[src/rtl/lbist_pkg.sv]
// Shared state encoding, constants and sizing helper for the LBIST sequencer.
package lbist_pkg;

  typedef logic [2:0] state_t;

  localparam state_t ST_IDLE  = 3'd0;
  localparam state_t ST_INIT  = 3'd1;
  localparam state_t ST_RUN   = 3'd2;
  localparam state_t ST_FLUSH = 3'd3;
  localparam state_t ST_CHECK = 3'd4;
  localparam state_t ST_DONE  = 3'd5;

  // rpg raises END right after a reseed; ignore it until this many patterns have gone out.
  localparam int unsigned RPG_END_MASK = 2;

  // Bits needed to hold the values 0..n inclusive, never less than one.
  function automatic int unsigned cnt_w(input int unsigned n);
    return (n == 0) ? 1 : $clog2(n + 1);
  endfunction

endpackage

[src/rtl/lbist_ctrl_if.sv]
// Handshake and status bundle between an LBIST requester (master) and lbist_ctrl (slave).
interface lbist_ctrl_if #(
  parameter int unsigned SIG_BITS = 16,
  parameter int unsigned CNT_W    = 4
);

  logic                start;
  logic                abort;
  logic                rpg_end;
  logic [SIG_BITS-1:0] signature;

  logic                rpg_rst;
  logic                misr_clr;
  logic                misr_en;
  logic                busy;
  logic                done;
  logic                pass;
  logic                fail;
  logic                wrap_err;
  logic [CNT_W-1:0]    pat_cnt;

  modport master (
    output start, abort, rpg_end, signature,
    input  rpg_rst, misr_clr, misr_en, busy, done, pass, fail, wrap_err, pat_cnt
  );

  modport slave (
    input  start, abort, rpg_end, signature,
    output rpg_rst, misr_clr, misr_en, busy, done, pass, fail, wrap_err, pat_cnt
  );

endinterface

[src/rtl/lbist_cycle_counter.sv]
// Up-counter with synchronous clear and a terminal-count flag; used for patterns and settling.
module lbist_cycle_counter #(
  parameter int unsigned WIDTH = 4,
  parameter int unsigned TC    = 15
) (
  input  logic             i_clk,
  input  logic             i_rst,
  input  logic             i_clr,
  input  logic             i_en,
  output logic [WIDTH-1:0] o_count,
  output logic             o_tc
);

  logic [WIDTH-1:0] r_count;

  always_ff @(posedge i_clk) begin
    if (i_rst || i_clr) begin
      r_count <= '0;
    end else if (i_en) begin
      r_count <= r_count + 1'b1;
    end
  end

  assign o_count = r_count;
  assign o_tc    = (r_count == WIDTH'(TC));

endmodule

[src/rtl/lbist_ctrl.sv]
// LBIST sequencer: reseeds rpg, clears the MISR, applies a pattern budget, drains the CUT
// and grades the final signature against a golden value.
module lbist_ctrl
  import lbist_pkg::*;
#(
  parameter int unsigned         BITS         = 4,
  parameter int unsigned         NUM_PATTERNS = (1 << BITS) - 1,
  parameter int unsigned         SETTLE       = 2,
  parameter int unsigned         SIG_BITS     = 16,
  parameter logic [SIG_BITS-1:0] GOLDEN_SIG   = {SIG_BITS{1'b0}}
) (
  input logic         i_clk,
  input logic         i_rst,
  lbist_ctrl_if.slave io_bus
);

  localparam int unsigned CNT_W  = cnt_w(NUM_PATTERNS);
  localparam int unsigned SET_W  = cnt_w(SETTLE);
  localparam int unsigned SET_TC = (SETTLE > 0) ? SETTLE - 1 : 0;

  state_t           r_state;
  state_t           w_state_d;
  logic             w_abort;
  logic             w_pat_clr;
  logic             w_pat_en;
  logic             w_pat_tc;
  logic             w_set_clr;
  logic             w_set_en;
  logic             w_set_tc;
  logic             w_sig_match;
  logic             w_wrap_hit;
  logic [CNT_W-1:0] w_pat_cnt;
  logic [SET_W-1:0] w_set_cnt;
  logic             w_unused_set_cnt;
  logic             r_pass;
  logic             r_fail;
  logic             r_wrap;

  // Abort only means something once a test has left IDLE.
  assign w_abort     = io_bus.abort && (r_state != ST_IDLE);
  assign w_pat_clr   = w_abort || (r_state == ST_INIT);
  assign w_pat_en    = (r_state == ST_RUN);
  assign w_set_clr   = (r_state != ST_FLUSH);
  assign w_set_en    = (r_state == ST_FLUSH);
  assign w_sig_match = (io_bus.signature == GOLDEN_SIG);
  assign w_wrap_hit  = (r_state == ST_RUN) && io_bus.rpg_end &&
                       (32'(w_pat_cnt) >= RPG_END_MASK);

  lbist_cycle_counter #(
    .WIDTH (CNT_W),
    .TC    (NUM_PATTERNS - 1)
  ) u_pat_cnt (
    .i_clk   (i_clk),
    .i_rst   (i_rst),
    .i_clr   (w_pat_clr),
    .i_en    (w_pat_en),
    .o_count (w_pat_cnt),
    .o_tc    (w_pat_tc)
  );

  lbist_cycle_counter #(
    .WIDTH (SET_W),
    .TC    (SET_TC)
  ) u_set_cnt (
    .i_clk   (i_clk),
    .i_rst   (i_rst),
    .i_clr   (w_set_clr),
    .i_en    (w_set_en),
    .o_count (w_set_cnt),
    .o_tc    (w_set_tc)
  );

  // Only the terminal flag of the settle counter drives the FSM.
  assign w_unused_set_cnt = ^w_set_cnt;

  always_comb begin
    w_state_d = r_state;
    if (w_abort) begin
      w_state_d = ST_IDLE;
    end else begin
      case (r_state)
        ST_IDLE, ST_DONE: if (io_bus.start) w_state_d = ST_INIT;
        ST_INIT:          w_state_d = ST_RUN;
        ST_RUN: begin
          if (w_pat_tc) w_state_d = (SETTLE == 0) ? ST_CHECK : ST_FLUSH;
        end
        ST_FLUSH:         if (w_set_tc) w_state_d = ST_CHECK;
        ST_CHECK:         w_state_d = ST_DONE;
        default:          w_state_d = ST_IDLE;
      endcase
    end
  end

  always_ff @(posedge i_clk) begin
    if (i_rst) begin
      r_state <= ST_IDLE;
    end else begin
      r_state <= w_state_d;
    end
  end

  always_ff @(posedge i_clk) begin
    if (i_rst || w_abort || (r_state == ST_INIT)) begin
      r_pass <= 1'b0;
      r_fail <= 1'b0;
      r_wrap <= 1'b0;
    end else begin
      if (r_state == ST_CHECK) begin
        r_pass <= w_sig_match;
        r_fail <= !w_sig_match;
      end
      if (w_wrap_hit) begin
        r_wrap <= 1'b1;
      end
    end
  end

  assign io_bus.rpg_rst  = (r_state == ST_INIT);
  assign io_bus.misr_clr = (r_state == ST_INIT);
  assign io_bus.misr_en  = (r_state == ST_RUN) || (r_state == ST_FLUSH);
  assign io_bus.busy     = (r_state == ST_INIT) || (r_state == ST_RUN) ||
                           (r_state == ST_FLUSH) || (r_state == ST_CHECK);
  assign io_bus.done     = (r_state == ST_DONE);
  assign io_bus.pass     = r_pass;
  assign io_bus.fail     = r_fail;
  assign io_bus.wrap_err = r_wrap;
  assign io_bus.pat_cnt  = w_pat_cnt;

endmodule

[src/flat_wrapper.sv]
// flat-port wrapper written by rule: the top's interface ports become plain ports
module lbist_ctrl_flat import lbist_pkg::*;
#(
  parameter int unsigned         BITS         = 4,
  parameter int unsigned         NUM_PATTERNS = (1 << BITS) - 1,
  parameter int unsigned         SETTLE       = 2,
  parameter int unsigned         SIG_BITS     = 16,
  parameter logic [SIG_BITS-1:0] GOLDEN_SIG   = {SIG_BITS{1'b0}}
)
  (i_clk, i_rst, io_bus_start, io_bus_abort, io_bus_rpg_end, io_bus_signature, io_bus_rpg_rst, io_bus_misr_clr, io_bus_misr_en, io_bus_busy, io_bus_done, io_bus_pass, io_bus_fail, io_bus_wrap_err, io_bus_pat_cnt);
  lbist_ctrl_if #(.SIG_BITS(SIG_BITS), .CNT_W((cnt_w(15)))) io_bus_i ();
  input logic i_clk;
  input logic i_rst;
  input wire logic [$bits(io_bus_i.start)-1:0] io_bus_start;
  input wire logic [$bits(io_bus_i.abort)-1:0] io_bus_abort;
  input wire logic [$bits(io_bus_i.rpg_end)-1:0] io_bus_rpg_end;
  input wire logic [$bits(io_bus_i.signature)-1:0] io_bus_signature;
  output wire logic [$bits(io_bus_i.rpg_rst)-1:0] io_bus_rpg_rst;
  output wire logic [$bits(io_bus_i.misr_clr)-1:0] io_bus_misr_clr;
  output wire logic [$bits(io_bus_i.misr_en)-1:0] io_bus_misr_en;
  output wire logic [$bits(io_bus_i.busy)-1:0] io_bus_busy;
  output wire logic [$bits(io_bus_i.done)-1:0] io_bus_done;
  output wire logic [$bits(io_bus_i.pass)-1:0] io_bus_pass;
  output wire logic [$bits(io_bus_i.fail)-1:0] io_bus_fail;
  output wire logic [$bits(io_bus_i.wrap_err)-1:0] io_bus_wrap_err;
  output wire logic [$bits(io_bus_i.pat_cnt)-1:0] io_bus_pat_cnt;
  assign io_bus_i.start = io_bus_start;
  assign io_bus_i.abort = io_bus_abort;
  assign io_bus_i.rpg_end = io_bus_rpg_end;
  assign io_bus_i.signature = io_bus_signature;
  assign io_bus_rpg_rst = io_bus_i.rpg_rst;
  assign io_bus_misr_clr = io_bus_i.misr_clr;
  assign io_bus_misr_en = io_bus_i.misr_en;
  assign io_bus_busy = io_bus_i.busy;
  assign io_bus_done = io_bus_i.done;
  assign io_bus_pass = io_bus_i.pass;
  assign io_bus_fail = io_bus_i.fail;
  assign io_bus_wrap_err = io_bus_i.wrap_err;
  assign io_bus_pat_cnt = io_bus_i.pat_cnt;
  lbist_ctrl #(.BITS(BITS), .NUM_PATTERNS(NUM_PATTERNS), .SETTLE(SETTLE), .SIG_BITS(SIG_BITS), .GOLDEN_SIG(GOLDEN_SIG)) u_core (.i_clk(i_clk), .i_rst(i_rst), .io_bus(io_bus_i));
endmodule
[config.mk]
export PLATFORM = sky130hd
export DESIGN_NAME = lbist_ctrl_flat
export DESIGN_NICKNAME = d
export VERILOG_FILES = /design/src/rtl/lbist_pkg.sv /design/src/rtl/lbist_ctrl_if.sv /design/src/rtl/lbist_cycle_counter.sv /design/src/rtl/lbist_ctrl.sv /design/src/flat_wrapper.sv
export SDC_FILE = /design/constraint.sdc
export NUM_CORES = 1
export LEC_CHECK = 0
export ABC_AREA = 1
export CAP_MARGIN = 10
export CELL_PAD_IN_SITES_DETAIL_PLACEMENT = 1
export CELL_PAD_IN_SITES_GLOBAL_PLACEMENT = 2
export CORE_MARGIN = 2
export CORE_UTILIZATION = 21
export DETAILED_ROUTE_END_ITERATION = 8
export GPL_ROUTABILITY_DRIVEN = 1
export PLACE_DENSITY_LB_ADDON = 0.1
export SLEW_MARGIN = 0
export SYNTH_ARGS = -nofsm -noshare
export SYNTH_HDL_FRONTEND = slang
export SYNTH_SLANG_ARGS = --single-unit
[constraint.sdc]
create_clock -name i_clk -period 2.8 [get_ports i_clk]
set_input_delay 0.56 -clock i_clk [delete_from_list [all_inputs] [get_ports i_clk]]
set_output_delay 0.56 -clock i_clk [all_outputs]
set_load 0.03 [all_outputs]
After elaboration in Yosys (flattened, before gate mapping) --
Index checks and enable logic that the tools add are counted.
Word-level totals: register bits 12, output and inout port bits 12
Operators by class: mux-type cells 4, equal/unequal tests 11, magnitude comparators 1, $add $sub $neg 2, reductions and logical operators 19
Operator list (number):
- 16-bit logical NOT | 1
- 3-bit case mux with 5 select lines | 1
- 1-bit logical OR | 9
- 3-bit 2-to-1 mux | 3
- 3-bit by 2-bit == test with 1-bit output (second input constant) | 2
- 3-bit == test (second input constant) | 2
- 4-bit by 1-bit adder with 4-bit output (second input constant) | 1
- 4-bit == test (second input constant) | 1
- 4-bit by 2-bit greater-or-equal comparator with 1-bit output (second input constant) | 1
- 2-bit by 1-bit inequality test with 1-bit output (second input constant) | 2
- 2-bit OR reduction | 2
- 3-bit by 1-bit == test with 1-bit output (second input constant) | 1
- 1-bit logical AND | 3
- 3-bit logical NOT | 1
- 3-bit by 2-bit inequality test with 1-bit output (second input constant) | 1
- 3-bit AND reduction | 1
- 3-bit nonzero test | 1
- 2-bit by 1-bit adder with 2-bit output (second input constant) | 1
- 2-bit by 1-bit == test with 1-bit output (second input constant) | 1
- 2-bit inequality test (second input constant) | 1
- 1-bit logical NOT | 1

Depth between registers and ports, before layout --
Gate-level depths: netlist of run 1.
depth after elaboration 4, depth in mapped cells 9, depth with buffers taken out 9

Hierarchy --
A second synthesis of run 1 with hierarchy kept.
Second synthesis, totals: cells, all modules 120, area, all modules 743.2 sq um
By module, submodules not included:
- lbist_ctrl | instances 1, sequential area each 120.1 sq um, area each 450.4 sq um, cells an instance 79
- lbist_cycle_counter at u_core.u_pat_cnt | instances 1, sequential area each 80.1 sq um, area each 188.9 sq um, cells an instance 25
- lbist_cycle_counter at u_core.u_set_cnt | instances 1, sequential area each 40.0 sq um, area each 103.8 sq um, cells an instance 16

Least setup slack after synthesis of run 1 --
OpenSTA, ideal clock, no wires.
path kind register to output, start register u_core.r_state[0], end output io_bus_busy, stages on the path, launching flop included 6, buffers on the path 0, arrival 1012 ps, data required time 2240 ps, setup slack 1228 ps, cells stage by stage dfxtp_1 > nor2_2 > nand2_1 > inv_1 > nor2_1 > nand3_1
Between the ends: word-level cells in the longest chain between the ends 4, elaborated cells on any way between the ends 7
Ends and longest elaborated chain:
- start: declaration | line lbist_ctrl.sv:21 | state_t r_state;
- start signal: assignment | line lbist_ctrl.sv:98 | r_state <= w_state_d;
- 3-bit by 1-bit == test with 1-bit output or 3-bit by 2-bit == test with 1-bit output (tied branches) | line lbist_ctrl.sv:121 | assign io_bus.busy = (r_state == ST_INIT) || (r_state == ST_RUN) ||
- 1-bit logical OR (2 in a row) | line lbist_ctrl.sv:121
- 1-bit logical OR * | line lbist_ctrl.sv:122 | (r_state == ST_FLUSH) || (r_state == ST_CHECK);
- end: declaration | line flat_wrapper.sv:21 | output wire logic [$bits(io_bus_i.busy)-1:0] io_bus_busy;
Mark *: on every way between the ends. The rest lies on a longest branch, timed or not.

Worst setup path in the final report of run 1 --
Ends and elaborated chain as after synthesis.

==> metrics.txt, run 1 <==
Seq cells post-synth 12; CTS tree done; IO Port Bufs 32; H-tree level count 1; Setup TNS 0 ns; Clock Latency Late Sink approximately 0.29 ns; top post-synthesis cells by area dfxtp_1, nor2_1, nand2_1, nand3_1, inv_1; post-synthesis to final-layout area growth 55.7%; r2r startpoint u_core.u_pat_cnt.o_count[1]$_SDFFE_PP0N_; Finish-stage setup viols 0; final net count roughly 170; post-CTS sizing 0; Wirelength per Cell 10.9 microns; YS warnings 0; Starting Density 21.9%; Hold Path End u_core.u_set_cnt.o_count[0]$_SDFFE_PP0P_; non-filler cells, final about 200; Synth Cell Area around 730 sq um; vias per cell roughly 4.2; Vias between 800 and 900; dpl hpwl approximately 1.7 mm; CTS Hold Buffers Added 0; Tmin final between 2 and 2.5 ns; largest family of logic cells by synthesized area simple AND/OR/NAND/NOR gates; Setup WS pre-CTS approximately 0.66 ns; xor/xnor cell area share of the yosys netlist 0%; final hold violation count 0; Rows 21; postcts setup bufs 0; Syn Nets between 100 and 150; Total GRT Usage 11.5%; Yosys cell types 20; Residual DRC 0; Least-Margin Pin Slew about 0.31 ns; first-pass GRT wire length around 3.5 mm; slew margin rel. roughly four fifths; antenna violations before repair 0; Slew Viols, Final 0; die area approximately 0.004 sq mm; commonest non-fill, non-tap cell in the layout clkdlybuf4s50_1; Worst VDD drop around 240 uV; GR Overflow Total 0; Die Width around 63 microns; syn avg cell area approximately 6.4 sq um; commonest cells after routing, fill and taps aside clkdlybuf4s50_1, nor2_1, nand2_1, inv_1, dfxtp_1; clk sinks 12; TritonCTS buffer count 3; WP data arrival between 1.5 and 2 ns; pwr dens approximately 800 mW/mm^2; Simple-Gate Fraction of Synth Area a little under half; Initial DRC Count 16; Worst Hold Depth 1; status completed; multiplexer area fraction after synthesis 0%; Crit. End Element output port; area leader, netlist dfxtp_1; sequential share of the synthesized area 32.9%; largest net degree at the start of global routing 9; Worst Hold Launch u_core.u_set_cnt.o_count[0]$_SDFFE_PP0P_; Detailed Route WL 2.13 mm; max_cap viols 0; Seq. cell area roughly 240 sq um; layout cells sized above 1 ~13%; Synth Area in Adders under 10%; placed insts between 150 and 200; largest fanout on the critical path 7; # IOs 33; Cells after Synth roughly 110; Yosys top cell area share ~33%; crit path kind flop to output port; final worst slack 0.356 ns; Synth Area in Compound Gates roughly 6.5%; vias in the first global route about 830; antenna cells 0; area used by multi-input combinational logic 427 sq um; clock skew 0.00943 ns; DRT Pass-1 Iters 4; Max clock buf depth 2; reg-to-reg setup timing slack around 1.4 ns; Reg clk slew, reported paths 0.08 ns; required arrival time at the worst endpoint roughly 2.2 ns; RD Place Congestion 0.791; DIE HEIGHT between 60 and 70 microns; Leak Pwr 0.470 nW; CP Launch Type flop; fill cell count 434; r2r endpoint u_core.r_state[0]$_SDFFE_PP0P_; CTS root buffer clkbuf_4; Max Freq ~400 MHz; final worst-path cycle share 87.3%; R2R depth 8; RSZ-0062 raised after global routing no; antenna-violating nets left 0; Core Area 0.00334 sq mm; Hold WC Path Type flop to flop
[per-layer routing]
metal,routed length [microns],vias to the layer above,track usage [%]
met5,0,-,0
met4,58,0,7.50
met3,122,4,2.34
met2,951,31,18.6
met1,995,359,13.8
li1,-,424,-
[sequential cells by signal, indices dropped and copies added, names as in the netlist]
| signal | flops |
|---|---|
| u_core.io_bus.wrap_err | 1 |
| u_core.r_state | 3 |
| u_core.io_bus.fail | 1 |
| u_core.io_bus.pass | 1 |
| u_core.u_pat_cnt.o_count | 4 |
| u_core.u_set_cnt.o_count | 2 |
[metrics by stage]
step                      hold WS, ns  instance area (sq um)  utilization, %  power (mW)
final                           0.421                   1140            34.1       0.911
after global routing            0.459                   1140            34.1       0.992
after CTS                       0.429                   1140            34.1       0.926
after detailed placement        0.417                   1100            33.0       0.773
after global placement          0.409                   1100            33.0       0.771
after floorplan                 0.397                    731               -       0.591
[worst max-delay path by stage]
stage	start	end	slack, ns	cells after the start
final	u_core.r_state[0]$_SDFFE_PP0P_	io_bus_busy	0.36	5
after global routing	u_core.r_state[0]$_SDFFE_PP0P_	io_bus_busy	0.22	6
after CTS	u_core.r_state[0]$_SDFFE_PP0P_	io_bus_busy	0.34	5
after detailed placement	u_core.r_state[0]$_SDFFE_PP0P_	io_bus_busy	0.66	5
after global placement	u_core.r_state[0]$_SDFFE_PP0P_	io_bus_busy	0.72	5
after floorplan	u_core.r_state[0]$_SDFFE_PP0P_	io_bus_busy	1.23	5
[cell usage after synthesis]
master	count
inv_1	12
buf_4	1
nor3_1	1
nand4_1	1
nor3b_1	1
nor2_2	3
nand2_1	24
inv_2	3
nand3_1	9
nand2_2	3
nor3_2	1
nand3_2	1
dfxtp_1	12
nor2_1	30
or2_1	1
a21oi_2	3
a21oi_1	3
nor2_4	1
ha_1	3
a31oi_1	1
[worst max-delay path, cell delays in order (launching register included)]
cell and delay [ns]:
dfxtp_1 0.48, nand2_1 0.09, nor2_1 0.19, nor2_1 0.09, nand3_1 0.07, clkdlybuf4s50_1 0.67
[layout make-up]
| type | count | share of cell area, % |
|---|---|---|
| inverter | 15 | 4.95 |
| timing repair buffer | 32 | 28.2 |
| tap | 46 | 5.06 |
| multi-input combinational | 86 | 37.5 |
| clock buffer | 4 | 3.19 |
| sequential | 12 | 21.1 |
[kinds of logic (layout without fill, tap and decap cells)]
kind of cell / count (synthesis) / in the layout
DFF: 12 / 12
AOI/OAI and AO/OA: 7 / 7
adders and majority gates: 3 / 3
buffers and inverters: 16 / 51
and+or+nand+nor: 76 / 76
[power breakdown]
group,total [mW],leakage [nW],internal (mW),switching (mW)
Combinational,0.523,0.352,0.197,0.326
Sequential,0.241,0.0973,0.198,0.0431
Clock,0.148,0.0210,0.0793,0.0683
Total,0.911,0.470,0.474,0.437
No activity file was read; power rests on OpenSTA's default activity.
==> run 2, diff against run 1 <==
- ABC_AREA: 1 -> unset
- clock period: 2.8 -> 2.7 ns (I/O delays scaled with it)
==> metrics.txt, run 2 <==
die area 0.00360 sq mm (-9.3%); slew margin rel. 69.6% (-9.6 points); Leak Pwr 0.368 nW (-22%); TritonCTS buffer count 3 (unchanged); CP peak stage delay 0.70 ns (+0.03 ns); top-count cell post-synth dfxtp_1; Max Freq just over 400 MHz; Commonest cells post-synth dfxtp_1, nor2_1, or4_1; Setup TNS 0 ns (unchanged); Synth Cell Area 658 sq um (-9.9%); Slew Viols, Final 0 (unchanged); DIE HEIGHT 60.0 microns (-4.8%); antenna cells 0 (unchanged); CTS root buffer clkbuf_4; R2R depth 3 (-5); Rows 20 (-4.8%); DRT Pass-1 Iters 2 (-2); Total GRT Usage 11.2% (-0.29 points); reg-to-reg setup timing slack 1.12 ns (-0.28 ns); Finish-stage setup viols 0 (unchanged); asr flop ratio synth 0% (unchanged); vias in the first global route 661 (-20%); # IOs 33 (unchanged); Seq cells post-synth 12 (unchanged); Residual DRC 0 (unchanged); Hold WC Path Type flop to flop; sequential share of the synthesized area 36.5% (+3.6 points); max_cap viols 0 (unchanged); fill cell count 356 (-18%); worst setup path endpoint io_bus_misr_clr; Core Area 0.00303 sq mm (-9.3%); antenna violations before repair 0 (unchanged); final hold violation count 0 (unchanged); top post-synthesis cells by area dfxtp_1, ha_1, nor2_1, or4_1, a211oi_1; first-pass GRT wire length 2.97 mm (-16%); Yosys top cell area share 36.5% (+3.6 points); pwr dens 360 mW/mm^2 (-55%); CTS tree done; r2r endpoint u_core.u_pat_cnt.o_count[3]$_SDFFE_PP0N_; r2r startpoint u_core.r_state[1]$_SDFFE_PP0P_; Clock Latency Late Sink 0.27 ns (-0.02 ns); post-synthesis to final-layout area growth 57.2%; Tmin final 2.42 ns; Worst VDD drop 119 uV (-50%); commonest cells after routing, fill and taps aside clkdlybuf4s50_1, dfxtp_1, nor2_1, or4_1; antenna-violating nets left 0 (unchanged); crit path kind flop to output port; layout cells sized above 1 3.81% (-8.9 points); post-CTS sizing 0 (unchanged); Max clock buf depth 2 (unchanged); required arrival time at the worst endpoint 2.16 ns (-0.08 ns); RD Place Congestion 0.725 (-8.4%); Detailed Route WL 1.80 mm (-15%); Worst path slowest cell clkdlybuf4s50_1; RSZ-0062 raised after global routing no; YS warnings 0 (unchanged); Yosys cell types 34 (+70%); IO Port Bufs 32 (unchanged); largest net degree at the start of global routing 17 (+8); syn avg cell area 8.89 sq um (+39%); Crit. End Element output port; Post-synth EDFFs 0 (unchanged); commonest non-fill, non-tap cell in the layout clkdlybuf4s50_1; Reg clk slew, reported paths 0.07 ns (about the same); Syn Nets 98 (-29%); Starting Density 21.7% (-0.16 points); Wirelength per Cell 12.1 microns (+11%); critical-path cell list nand2b_1 -> nor2_1 -> clkdlybuf4s50_1; Vias 678 (-17%); dpl hpwl 1.41 mm (-19%); Least-Margin Pin Slew 0.455 ns (+0.144 ns); status completed; vias per cell 4.55 (+8.5%); max reg flops 4 (unchanged); Cells after Synth 74 (-35%); largest fanout on the critical path 15 (+8); final worst-path cycle share between 80% and 90%; H-tree level count 1 (unchanged); CP Launch Point u_core.r_state[0]$_SDFFE_PP0P_; top_reg_cell synth dfxtp_1; WP data arrival 1.88 ns (about the same); final net count 131 (-25%); Die Width 60.0 microns (-4.8%); clk sinks 12 (unchanged); postcts setup bufs 0 (unchanged); CP Launch Type flop; GR Overflow Total 0 (unchanged); Final Power 0.372 mW (-59%); area leader, netlist dfxtp_1; Initial DRC Count 4 (-12); CTS Hold Buffers Added 0 (unchanged); clock skew 0.00141 ns (-0.00801 ns)
-- run 2: cells by family (layout without fill, tap and decap cells) --
kind of cell | count (synthesis) | in the layout | share of synthesized area (%)
xor gates and xnor gates | 2 | 2 | 2.66
buffers and inverters | 7 | 38 | 4.94
adders and majority gates | 3 | 3 | 5.70
DFF | 12 | 12 | 36.5
and+or+nand+nor | 35 | 35 | 34.4
AOI/OAI and AO/OA | 15 | 15 | 15.8
-- run 2: power by group --
part,internal (mW),switching [mW],leakage [nW]
clock network,0.0516,0.0573,0.0138
registers,0.180,0.00776,0.0970
logic,0.0455,0.0305,0.257
total,0.277,0.0955,0.368
-- run 2: worst max-delay path, delay by kind of cell, from the launching register on --
family        cells  cell delay [ns]
buf+inv           1             0.70
flops             1             0.60
simple gates      2             0.30
-- run 2: layout make-up --
type / count / area [sq um] / area share (%)
clock buffers: 3 / 22.5 / 2.18
multi-input cells: 55 / 385 / 37.2
inverters: 3 / 11.3 / 1.09
flip-flops and latches: 12 / 240 / 23.2
repair buffers: 32 / 320 / 31.0
well taps: 44 / 55.1 / 5.32
-- run 2: through the flow --
| step | area [sq um] | instances | utilization [%] | hold slack, ns | worst slack (ns) |
|---|---|---|---|---|---|
| detailed placement | 1010 | 146 | 33.4 | 0.462 | 0.570 |
| global placement | 1010 | 146 | 33.4 | 0.452 | 0.635 |
| finish | 1030 | 149 | 34.2 | 0.474 | 0.280 |
| CTS | 1030 | 149 | 34.2 | 0.482 | 0.258 |
| floorplan | 658 | 74 | - | 0.510 | 0.782 |
| global route | 1030 | 149 | 34.2 | 0.524 | 0.142 |
-- run 2: worst min-delay path by stage --
stage | end | slack, ns | from | depth (start not counted)
2_1_floorplan | u_core.u_set_cnt.o_count[1]$_SDFFE_PP0P_ | 0.51 | u_core.u_set_cnt.o_count[1]$_SDFFE_PP0P_ | 3
5_1_grt | u_core.io_bus.wrap_err$_SDFFE_PP0P_ | 0.52 | u_core.io_bus.wrap_err$_SDFFE_PP0P_ | 2
3_3_place_gp | u_core.io_bus.wrap_err$_SDFFE_PP0P_ | 0.45 | u_core.io_bus.wrap_err$_SDFFE_PP0P_ | 2
4_1_cts | u_core.io_bus.wrap_err$_SDFFE_PP0P_ | 0.48 | u_core.io_bus.wrap_err$_SDFFE_PP0P_ | 2
6_report | u_core.io_bus.wrap_err$_SDFFE_PP0P_ | 0.47 | u_core.io_bus.wrap_err$_SDFFE_PP0P_ | 2
3_5_place_dp | u_core.io_bus.wrap_err$_SDFFE_PP0P_ | 0.46 | u_core.io_bus.wrap_err$_SDFFE_PP0P_ | 2
-- run 2: per-layer routing --
| layer | vias to the layer above | global-route usage, % | wire length, microns |
|---|---|---|---|
| li1 | 340 | - | - |
| met1 | 314 | 13.7 | 845 |
| met2 | 20 | 17.9 | 842 |
| met3 | 4 | 4.55 | 94 |
| met4 | 0 | 3.81 | 18 |
| met5 | - | 0 | 0 |
==> run 3, diff against run 2 <==
- SLEW_MARGIN: 0 -> 20
- SYNTH_HIERARCHICAL: unset -> 1
==> metrics.txt, run 3 <==
status completed; Leak Pwr 0.367 nW (-0.23%); Seq. cell area 240 sq um (unchanged); RD Place Congestion 0.700 (-3.5%); Post-synth EDFFs 0 (unchanged); non-filler cells, final 155 (+4.0%); final worst slack 0.263 ns (-0.0168 ns); Cells after Synth 77 (+4.1%); GR Overflow Total 0 (unchanged); clock skew 0.000597 ns (-0.000816 ns); final hold violation count 0 (unchanged); Yosys top cell area share 36.4% (-0.14 points); CTS root buffer clkbuf_4; YS warnings 6 (+6); clk sinks 12 (unchanged); largest fanout on the critical path 9 (-6); area leader, netlist dfxtp_1; final net count 137 (+4.6%); Max Freq 410 MHz (-0.69%); slew margin rel. 70.7% (+1.0 points); RSZ-0062 raised after global routing no; # IOs 33 (unchanged); antenna cells 0 (unchanged); Least-Margin Pin Slew 0.439 ns (-0.0158 ns); Worst VDD drop 167 uV (+40%); GRT met1 Usage 12.4% (-1.3 points); max reg flops 4 (unchanged); Max clock buf depth 2 (unchanged); Setup WS pre-CTS 0.573 ns (+0.00295 ns); Finish-stage setup viols 0 (unchanged); critical-path cell list nor3b_1 -> clkdlybuf4s50_1; Worst path slowest cell clkdlybuf4s50_1; R2R depth 4 (+1); Rows 20 (unchanged); WP data arrival 1.90 ns (+0.02 ns); IO Port Bufs 32 (unchanged); Initial DRC Count 7 (+3); commonest non-fill, non-tap cell in the layout clkdlybuf4s50_1; Setup TNS 0 ns (unchanged); H-tree level count 1 (unchanged); Crit. End Element output port; Seq cells post-synth 12 (unchanged); Reg clk slew, reported paths 0.08 ns (about the same); Core Area 0.00303 sq mm (unchanged); Clock Latency Late Sink 0.27 ns (about the same); max_cap viols 0 (unchanged); CTS tree done; crit path kind flop to output port; TritonCTS buffer count 3 (unchanged); M2 GR Usage 18.8% (+0.93 points); CTS Hold Buffers Added 0 (unchanged); Total GRT Usage 11.1% (-0.17 points); post-CTS sizing 0 (unchanged); Slew Viols, Final 0 (unchanged); CP Depth 2 (-1); Synth Cell Area 661 sq um (+0.38%); Syn Nets 101 (+3.1%); placed insts 152 (+4.1%); required arrival time at the worst endpoint 2.16 ns (about the same); Residual DRC 0 (unchanged); pwr dens 390 mW/mm^2 (+8.3%); syn avg cell area 8.58 sq um (-3.5%); post-synthesis to final-layout area growth 59.1%; Commonest cells post-synth dfxtp_1, nor2_1, a21oi_1, inv_1, nor4_1; commonest cells after routing, fill and taps aside clkdlybuf4s50_1, dfxtp_1, nor2_1; layout cells sized above 1 8.11% (+4.3 points); Starting Density 21.8% (+0.083 points); dpl hpwl 1.46 mm (+3.4%); area used by multi-input combinational logic 394 sq um (+2.3%); top_reg_cell synth dfxtp_1; fill cell count 354 (-0.56%); CP delay by family, top buffers and inverters; Tmin final 2.44 ns (+0.0168 ns); GRT Max-Usage Layer met2; die area 0.00361 sq mm (+0.37%); top post-synthesis cells by area dfxtp_1, ha_1, nor2_1, nor4_1, xnor2_1; Vias 678 (unchanged); postcts setup bufs 0 (unchanged); final worst-path cycle share 90.3% (+0.62 points); Wirelength per Cell 11.7 microns (-3.6%); vias per cell 4.37 (-3.9%); Yosys cell types 34 (unchanged); antenna-violating nets left 0 (unchanged); largest net degree at the start of global routing 10 (-7); CP Launch Type flop; CP bufs+invs 1 (unchanged); Worst Hold Depth 2 (unchanged); vias in the first global route 689 (+4.2%); sequential share of the synthesized area 36.4% (-0.14 points); CP peak stage delay 0.76 ns (+0.06 ns); GR Util met3 3.25% (-1.3 points); Detailed Route WL 1.81 mm (+0.33%); top-count cell post-synth dfxtp_1; DIE HEIGHT 60.1 microns (+0.18%); Die Width 60.1 microns (+0.18%); first-pass GRT wire length 2.89 mm (-2.6%); Hold WC Path Type flop to flop; DRT Pass-1 Iters 4 (+2); asr flop ratio synth 0% (unchanged); antenna violations before repair 0 (unchanged)
-- run 3: cell type report --
class | count | share of cell area (%)
clock buffers | 3 | 2.14
inverters | 5 | 1.79
repair buffers | 32 | 30.5
flip-flops and latches | 12 | 22.9
multi-input cells | 59 | 37.5
well taps | 44 | 5.24
-- run 3: final timing paths --
path | startpoint | to | slack (ns)
max reg2reg | u_core/r_state[2]$_SDFFE_PP0P_ | u_core/u_pat_cnt/o_count[3]$_SDFFE_PP0P_ | 1.15
min | u_core/io_bus.wrap_err$_SDFFE_PP0P_ | u_core/io_bus.wrap_err$_SDFFE_PP0P_ | 0.48
min reg2reg | u_core/io_bus.wrap_err$_SDFFE_PP0P_ | u_core/io_bus.wrap_err$_SDFFE_PP0P_ | 0.48
max | u_core/r_state[0]$_SDFFE_PP0P_ | io_bus_rpg_rst | 0.26
-- run 3: logic make-up (layout without fill, tap and decap cells) --
logic type,count (synthesis),after routing,share of synthesized area (%)
fa+ha+maj,3,3,5.68
mux,1,1,1.70
buf+inv,6,40,3.98
simple gates,39,39,35.0
xor+xnor,3,3,3.98
compound gates,13,13,13.3
flops,12,12,36.4
-- run 3: worst reg2reg max path: cells and delay by family (launching register included) --
kind,cells,cell delay [ns]
flip-flops,1,0.38
AND/OR/NAND/NOR,3,0.74
multiplexers,1,0.33
-- run 3: metrics by stage --
stage | util, % | total power [mW] | cell area, sq um | hold slack, ns
4_1_cts | 34.7 | 0.421 | 1050 | 0.491
6_report | 34.7 | 0.410 | 1050 | 0.481
3_5_place_dp | 34.0 | 0.304 | 1030 | 0.471
5_1_grt | 34.7 | 0.439 | 1050 | 0.525
3_3_place_gp | 34.0 | 0.303 | 1030 | 0.454
2_1_floorplan | - | 0.248 | 661 | 0.498
-- run 3: power breakdown --
part           internal, mW  switching, mW  leakage (nW)
registers             0.182        0.00874        0.0971
logic                0.0580         0.0503         0.256
clock network        0.0515         0.0591        0.0138
total                 0.292          0.118         0.367
-- run 3: layer usage --
layer | share of wire (%) | wire [microns]
met5 | 0 | 0
met4 | 1.1 | 19
met3 | 8.9 | 160
met2 | 46 | 836
met1 | 44 | 790
